===== src/rtl/truth_table_sweeper.sv =====
// rtl/truth_table_sweeper.sv - exhaustive truth-table sweeper for an N_IN-input single-output DUT
module truth_table_sweeper #(
    parameter int N_IN   = 4,
    parameter int SETTLE = 1
) (
    input  logic                 clk,
    input  logic                 rst,
    input  logic                 start,
    input  logic                 abort,
    input  logic [2**N_IN-1:0]   expected,
    output logic [N_IN-1:0]      vec_out,
    input  logic                 y_in,
    output logic                 busy,
    output logic                 done,
    output logic [2**N_IN-1:0]   captured,
    output logic [N_IN:0]        mismatch_cnt,
    output logic [N_IN-1:0]      first_fail,
    output logic                 fail_seen,
    output logic                 pass
);

    localparam int DEPTH = 2**N_IN;
    localparam int CNT_W = (SETTLE > 1) ? $clog2(SETTLE) : 1;

    typedef enum logic [1:0] {IDLE, SWEEP, FINISH} state_t;

    state_t             state, state_n;
    logic [N_IN-1:0]    idx, idx_n;
    logic [CNT_W-1:0]   cnt, cnt_n;
    logic [DEPTH-1:0]   exp_q, exp_n;
    logic [N_IN-1:0]    vec_n;
    logic               busy_n, done_n, fs_n, pass_n;
    logic [DEPTH-1:0]   cap_n;
    logic [N_IN:0]      mm_n;
    logic [N_IN-1:0]    ff_n;

    logic sample;
    logic last;

    assign sample = (cnt == CNT_W'(SETTLE - 1));
    assign last   = (idx == N_IN'(DEPTH - 1));

    always_ff @(posedge clk or posedge rst) begin
        if (rst) begin
            state        <= IDLE;
            idx          <= '0;
            cnt          <= '0;
            exp_q        <= '0;
            vec_out      <= '0;
            busy         <= 1'b0;
            done         <= 1'b0;
            captured     <= '0;
            mismatch_cnt <= '0;
            first_fail   <= '0;
            fail_seen    <= 1'b0;
            pass         <= 1'b0;
        end else begin
            state        <= state_n;
            idx          <= idx_n;
            cnt          <= cnt_n;
            exp_q        <= exp_n;
            vec_out      <= vec_n;
            busy         <= busy_n;
            done         <= done_n;
            captured     <= cap_n;
            mismatch_cnt <= mm_n;
            first_fail   <= ff_n;
            fail_seen    <= fs_n;
            pass         <= pass_n;
        end
    end

    always_comb begin
        state_n = state;
        idx_n   = idx;
        cnt_n   = cnt;
        exp_n   = exp_q;
        vec_n   = vec_out;
        busy_n  = busy;
        done_n  = 1'b0;
        cap_n   = captured;
        mm_n    = mismatch_cnt;
        ff_n    = first_fail;
        fs_n    = fail_seen;
        pass_n  = pass;

        case (state)
            IDLE: begin
                if (start) begin
                    exp_n   = expected;
                    cap_n   = '0;
                    mm_n    = '0;
                    ff_n    = '0;
                    fs_n    = 1'b0;
                    pass_n  = 1'b0;
                    vec_n   = '0;
                    idx_n   = '0;
                    cnt_n   = '0;
                    busy_n  = 1'b1;
                    state_n = SWEEP;
                end
            end
            SWEEP: begin
                // Abort wins over the sample on the same edge; partial results stay visible.
                if (abort) begin
                    state_n = IDLE;
                    busy_n  = 1'b0;
                    vec_n   = '0;
                    idx_n   = '0;
                    cnt_n   = '0;
                end else begin
                    cnt_n = cnt + 1'b1;
                    if (sample) begin
                        cap_n[idx] = y_in;
                        if (y_in != exp_q[idx]) begin
                            mm_n = mismatch_cnt + 1'b1;
                            if (!fail_seen) begin
                                ff_n = idx;
                                fs_n = 1'b1;
                            end
                        end
                        if (!last) begin
                            idx_n = idx + 1'b1;
                            vec_n = idx + 1'b1;
                            cnt_n = '0;
                        end else begin
                            state_n = FINISH;
                            busy_n  = 1'b0;
                            vec_n   = '0;
                            idx_n   = '0;
                            cnt_n   = '0;
                        end
                    end
                end
            end
            FINISH: begin
                done_n  = 1'b1;
                pass_n  = (mismatch_cnt == '0);
                state_n = IDLE;
            end
            default: state_n = IDLE;
        endcase
    end

endmodule


===== config.mk =====
export PLATFORM = sky130hd
export DESIGN_NAME = truth_table_sweeper
export DESIGN_NICKNAME = d
export VERILOG_FILES = /design/src/rtl/truth_table_sweeper.sv
export SDC_FILE = /design/constraint.sdc
export NUM_CORES = 1
export LEC_CHECK = 0
export ABC_AREA = 1
export CAP_MARGIN = 20
export CORE_MARGIN = 1.5
export CORE_UTILIZATION = 38
export DETAILED_ROUTE_END_ITERATION = 10
export GPL_TIMING_DRIVEN = 0
export PLACE_DENSITY = 0.62
export SYNTH_ARGS = -nofsm -noshare
export SYNTH_HDL_FRONTEND = slang
export SYNTH_SLANG_ARGS = --single-unit

===== constraint.sdc =====
create_clock -name clk -period 1.9 [get_ports clk]
set_clock_uncertainty 0.1 [all_clocks]
set_input_delay 0.38 -clock clk [delete_from_list [all_inputs] [get_ports clk]]
set_output_delay 0.38 -clock clk [all_outputs]
set_load 0.1 [all_outputs]

* Yosys cells after proc, flatten, opt, wreduce, memory -nomap -nowiden
Index checks and enable logic that the tools add are counted.
Word-level totals: bits of input ports 21, bits in registers 52, memories kept 0, bits in latches 0, ROM bits 0, word-level logic and storage cells 85, output and inout bits 33, RAM bits 0
Operators by class: bitwise operators 0, shift operators 0, eq/ne operators 11, add/subtract/negate cells 3, reductions and logical operators 14, multipliers 0, div/mod/pow operators 0, mux-type cells 44, $lt $le $gt $ge 2
Operators by type and width (number):
- 16-bit 2-to-1 mux | 3
- 4-bit 2-to-1 mux | 8
- 16-bit one-hot mux with 2 select lines | 1
- 5-bit 2-to-1 mux | 4
- 16-bit bitwise mux | 1
- 4-bit one-hot mux with 2 select lines | 2
- 1-bit 2-to-1 mux | 13
- 2-bit inequality test (second input constant) | 5
- 5-bit one-hot mux with 2 select lines | 1
- 2-bit 2-to-1 mux | 4
- 1-bit one-hot mux with 2 select lines | 4
- 4-bit AND reduction | 2
- 3-bit inequality test (second input constant) | 2
- 2-bit AND reduction | 3
- 3-bit AND reduction | 2
- 6-bit AND reduction | 1
- 5-bit by 1-bit adder with 5-bit output (second input constant) | 1
- 5-bit zero test | 1
- 4-bit by 5-bit less-than comparator with 1-bit output (second input constant) | 1
- 5-bit AND reduction | 1
- 4-bit by 1-bit adder with 4-bit output (second input constant) | 1
- 1-bit binary-select mux with 4-bit select | 1
- 1-bit demux with 4-bit select | 1
- 4-bit == test (second input constant) | 1
- 9 further kinds | 10

* Depth between registers and ports, before layout
depth in word-level cells 8, depth in mapped cells 15, gate-level depth less buffers 12

* Worst setup path before layout
No wires, ideal clock.
path type register to register, start register idx[1], end register mismatch_cnt[2], buffers on the path 1, setup slack -0.466 ns, arrival 2.144 ns, stages on the path, launching flop included 13, cell sequence dfrtp_1 > inv_1 > nand3_1 > nand2_1 > nand2_1 > nand2_2 > inv_1 > nand2_2 > nand2_2 > nand3_4 > buf_12 > nand2_2 > o21ai_2
Between the ends: word-level cells in the longest chain between the ends 5
RTL lines:
- from (decl) | RTL line 28 | logic [N_IN-1:0] idx, idx_n;
- from (signal assigned) | RTL line 59 | idx <= idx_n;
- 1-bit binary-select mux with 4-bit select | RTL line 115 | if (y_in != exp_q[idx]) begin
- 1-bit 2-to-1 mux (implied by the code) | RTL line 115
- 1-bit inequality test | RTL line 115
- 2-bit inequality test (no source line)
- 5-bit AND reduction (no source line)
- to (signal assigned) | RTL line 66 | mismatch_cnt <= mm_n;
- to (decl) | RTL line 16 | output logic [N_IN:0] mismatch_cnt,
Every way passes these cells. The select of a mux whose other input is x is not followed. A chain may end at the register's enable or synchronous reset.

==> impl_metrics.tcl <==
set metrics [dict create \
    grt_overflow 0 \
    timing.final.crit_share_pct 97.28 \
    viasPerCell 4.683 \
    ys_seq_elements 51 \
    p_switching_uw 2082 \
    syn_inst 328 \
    grt_max_degree 30 \
    seq_area_frac_synth_pct 47.51 \
    fp.coreArea_um2 6832 \
    placed_cells 478 \
    totalWireLength_mm 6.053 \
    drt_pass1_iterations 4 \
    grt_antenna_before_repair 0 \
    hold_viol_final 0 \
    antennaDiodeCount 0 \
    die_area_um2 7583 \
    syn-cell-area_um2 2686 \
    cts_buffers 5 \
    ios 54 \
    p_comb_share_pct 51.5 \
    vias 2332 \
    cp_max_fo 4 \
    clockBufferDepth 2 \
    dp_hpwl_mm 4.355 \
    track_usage_pct 16.90 \
    place_ws_ns -0.2244 \
    arrival_ns 1.37 \
    hold-worst-slack_ns 0.3255 \
    grt_pass1_vias 2122 \
    min_period_ns 1.848 \
    drive_gt1_share_pct 25.12 \
    worstSetupEndpointType "output port" \
    switching_share_pct 46.31 \
    route.detailed.drc 0 \
    grt_pass1_wl_mm 9.887 \
    synth_edf_count 0 \
    rsz0062_at_grt "yes" \
    clk_pin_slew_ns 0.10 \
    yosys.area.top_type "dfrtp_1" \
    cp-start-kind "flop" \
    cts_tree "done" \
    power_leakage_uw 0.001717 \
    maxCapViolCount 0 \
    cts-hold-fix-buffers 0 \
    report.final.slew_viol_count 0 \
    synth_top_area_share_pct 47.51 \
    syn_area_per_cell_um2 8.190 \
    p_clk_share_pct 17.6 \
    die-width_um 87.08 \
    yosys_most_used_dff "dfrtp_1" \
    r2r_setup_slack_ns 0.09 \
    power.density_nw_per_um2 1228 \
    instances_no_fill 498 \
    final_net_count 428 \
    gp_congestion 0.8464 \
    ir_drop_mv 0.4680 \
    status "finished clean" \
    cp.required_ns 1.42 \
    yosys-top-cells-area "dfrtp_1 (48%), nand2_1 (14%), o21ai_0 (6.7%)" \
    clk_latency_ns 0.30 \
    crit_type "reg2out" \
    ant_nets 0 \
    hp-class "in2async" \
    max_slew_margin_pct 63.30 \
    area_delta_synth_final_pct 36.24 \
    synth_cell_types 29 \
    tightest_slew_ns 0.5530 \
    setup_ws_ns 0.05169 \
    cts.sinks 51 \
    portBuffers 53 \
    h-tree-depth 2 \
    ys_async_sr_fraction_pct 100.0 \
    start_util_pct 39.32 \
    p_int_uw 2413 \
    die_y_um 87.08 \
    syn_nets 355 \
    ys_top_cells_by_count "nand2_1 (102), dfrtp_1 (51), inv_1 (43)" \
    power_frac_seq_pct 31.0 \
    drtIter0Drc 100 \
    yosys_warnings 0 \
    setup_violations 0 \
    max_freq_mhz 541.0 \
    num_rows 30 \
    cts_root_buf "clkbuf_8" \
    wl_per_cell_um 12.15 \
    yosysMostFrequentCell "nand2_1" \
    power_uw 4495 \
]
[logic make-up after synthesis]
kind of cell / count (synthesis) / synth area share (%)
buf+inv: 58 / 9.921
fa+ha+maj: 6 / 2.795
simple gates: 147 / 24.27
flops: 51 / 47.51
compound gates: 63 / 14.53
xor+xnor: 3 / 0.9783
[final timing paths]
kind / start / to / cells after the start
min in group clk: first_fail[2] / first_fail[2] / 2
setup reg to reg: idx[0] / mismatch_cnt[3] / 15
hold / removal: rst / exp_q[13] / 2
setup / recovery: idx[0] / vec_out[0] / 2
max in group asynchronous: rst / idx[1] / 3
hold reg to reg: first_fail[2] / first_fail[2] / 2
[area by class of cell]
type	count	area [um^2]
Tap cell	96	120.1
Inverter	47	187.7
Sequential cell	51	1281
Timing Repair Buffer	66	696.9
Clock buffer	6	82.58
Multi-Input combinational cell	219	1164
Clock inverter	2	35.03
Fill cell	658	3172
Buffer	11	92.59
[power groups by stage]
stage                     clock network (uW)  logic [uW]  registers, uW
after floorplan                            0         905           2100
after global placement                     0        2080           1420
after detailed placement                   0        2100           1420
after CTS                                802        2080           1400
after global routing                     852        2510           1420
final                                    789        2310           1390
[routing by layer]
layer | share of wire, % | track usage [%] | vias to the layer above
met5 | 0 | 0 | -
met4 | 1.7 | 6.012 | 0
met3 | 2.7 | 2.938 | 8
met2 | 47 | 28.26 | 46
met1 | 48 | 21.97 | 1078
li1 | - | - | 1200
[cell usage in the layout, fill, tap and decap left out, drive strengths merged]
cell / instances
bufinv: 1
clkinv: 1
nand4: 6
dfrtp: 51
inv: 46
a21oi: 2
clkdlybuf4s15: 33
clkinvlp: 1
nor2: 15
o22ai: 1
ha: 6
clkbuf: 13
xnor2: 1
o21ai: 44
o311ai: 1
nand3: 14
clkdlybuf4s50: 20
o31ai: 15
buf: 17
xor2: 2
nand2: 112
[sequential cells by signal (all words and copies together), names as in the netlist]
name          cells
captured         16
idx               4
busy              1
state             2
mismatch_cnt      5
exp_q            16
pass              1
first_fail        4
done              1
fail_seen         1
[timing repair]
action,in CTS,in global routing
cloned,0,1
setup buffers,0,11
pin swaps,0,8
resized for setup,99,12
setup endpoints to repair,33,19
[worst max-delay path, cell delays in order (launching register included)]
cell and delay, ns:
dfrtp_2 0.41, buf_4 0.12, clkdlybuf4s15_2 0.54
[per-stage QoR]
stage | TNS, ns | instance area, um^2 | utilization [%]
after floorplan | -1.061 | 2691 | -
after detailed placement | -3.648 | 3362 | 49.21
after global routing | -0.03595 | 3660 | 53.57
after CTS | 0 | 3521 | 51.54
final | 0 | 3660 | 53.57
after global placement | -47.88 | 3342 | 48.92
(Power assumes the default switching activity.)
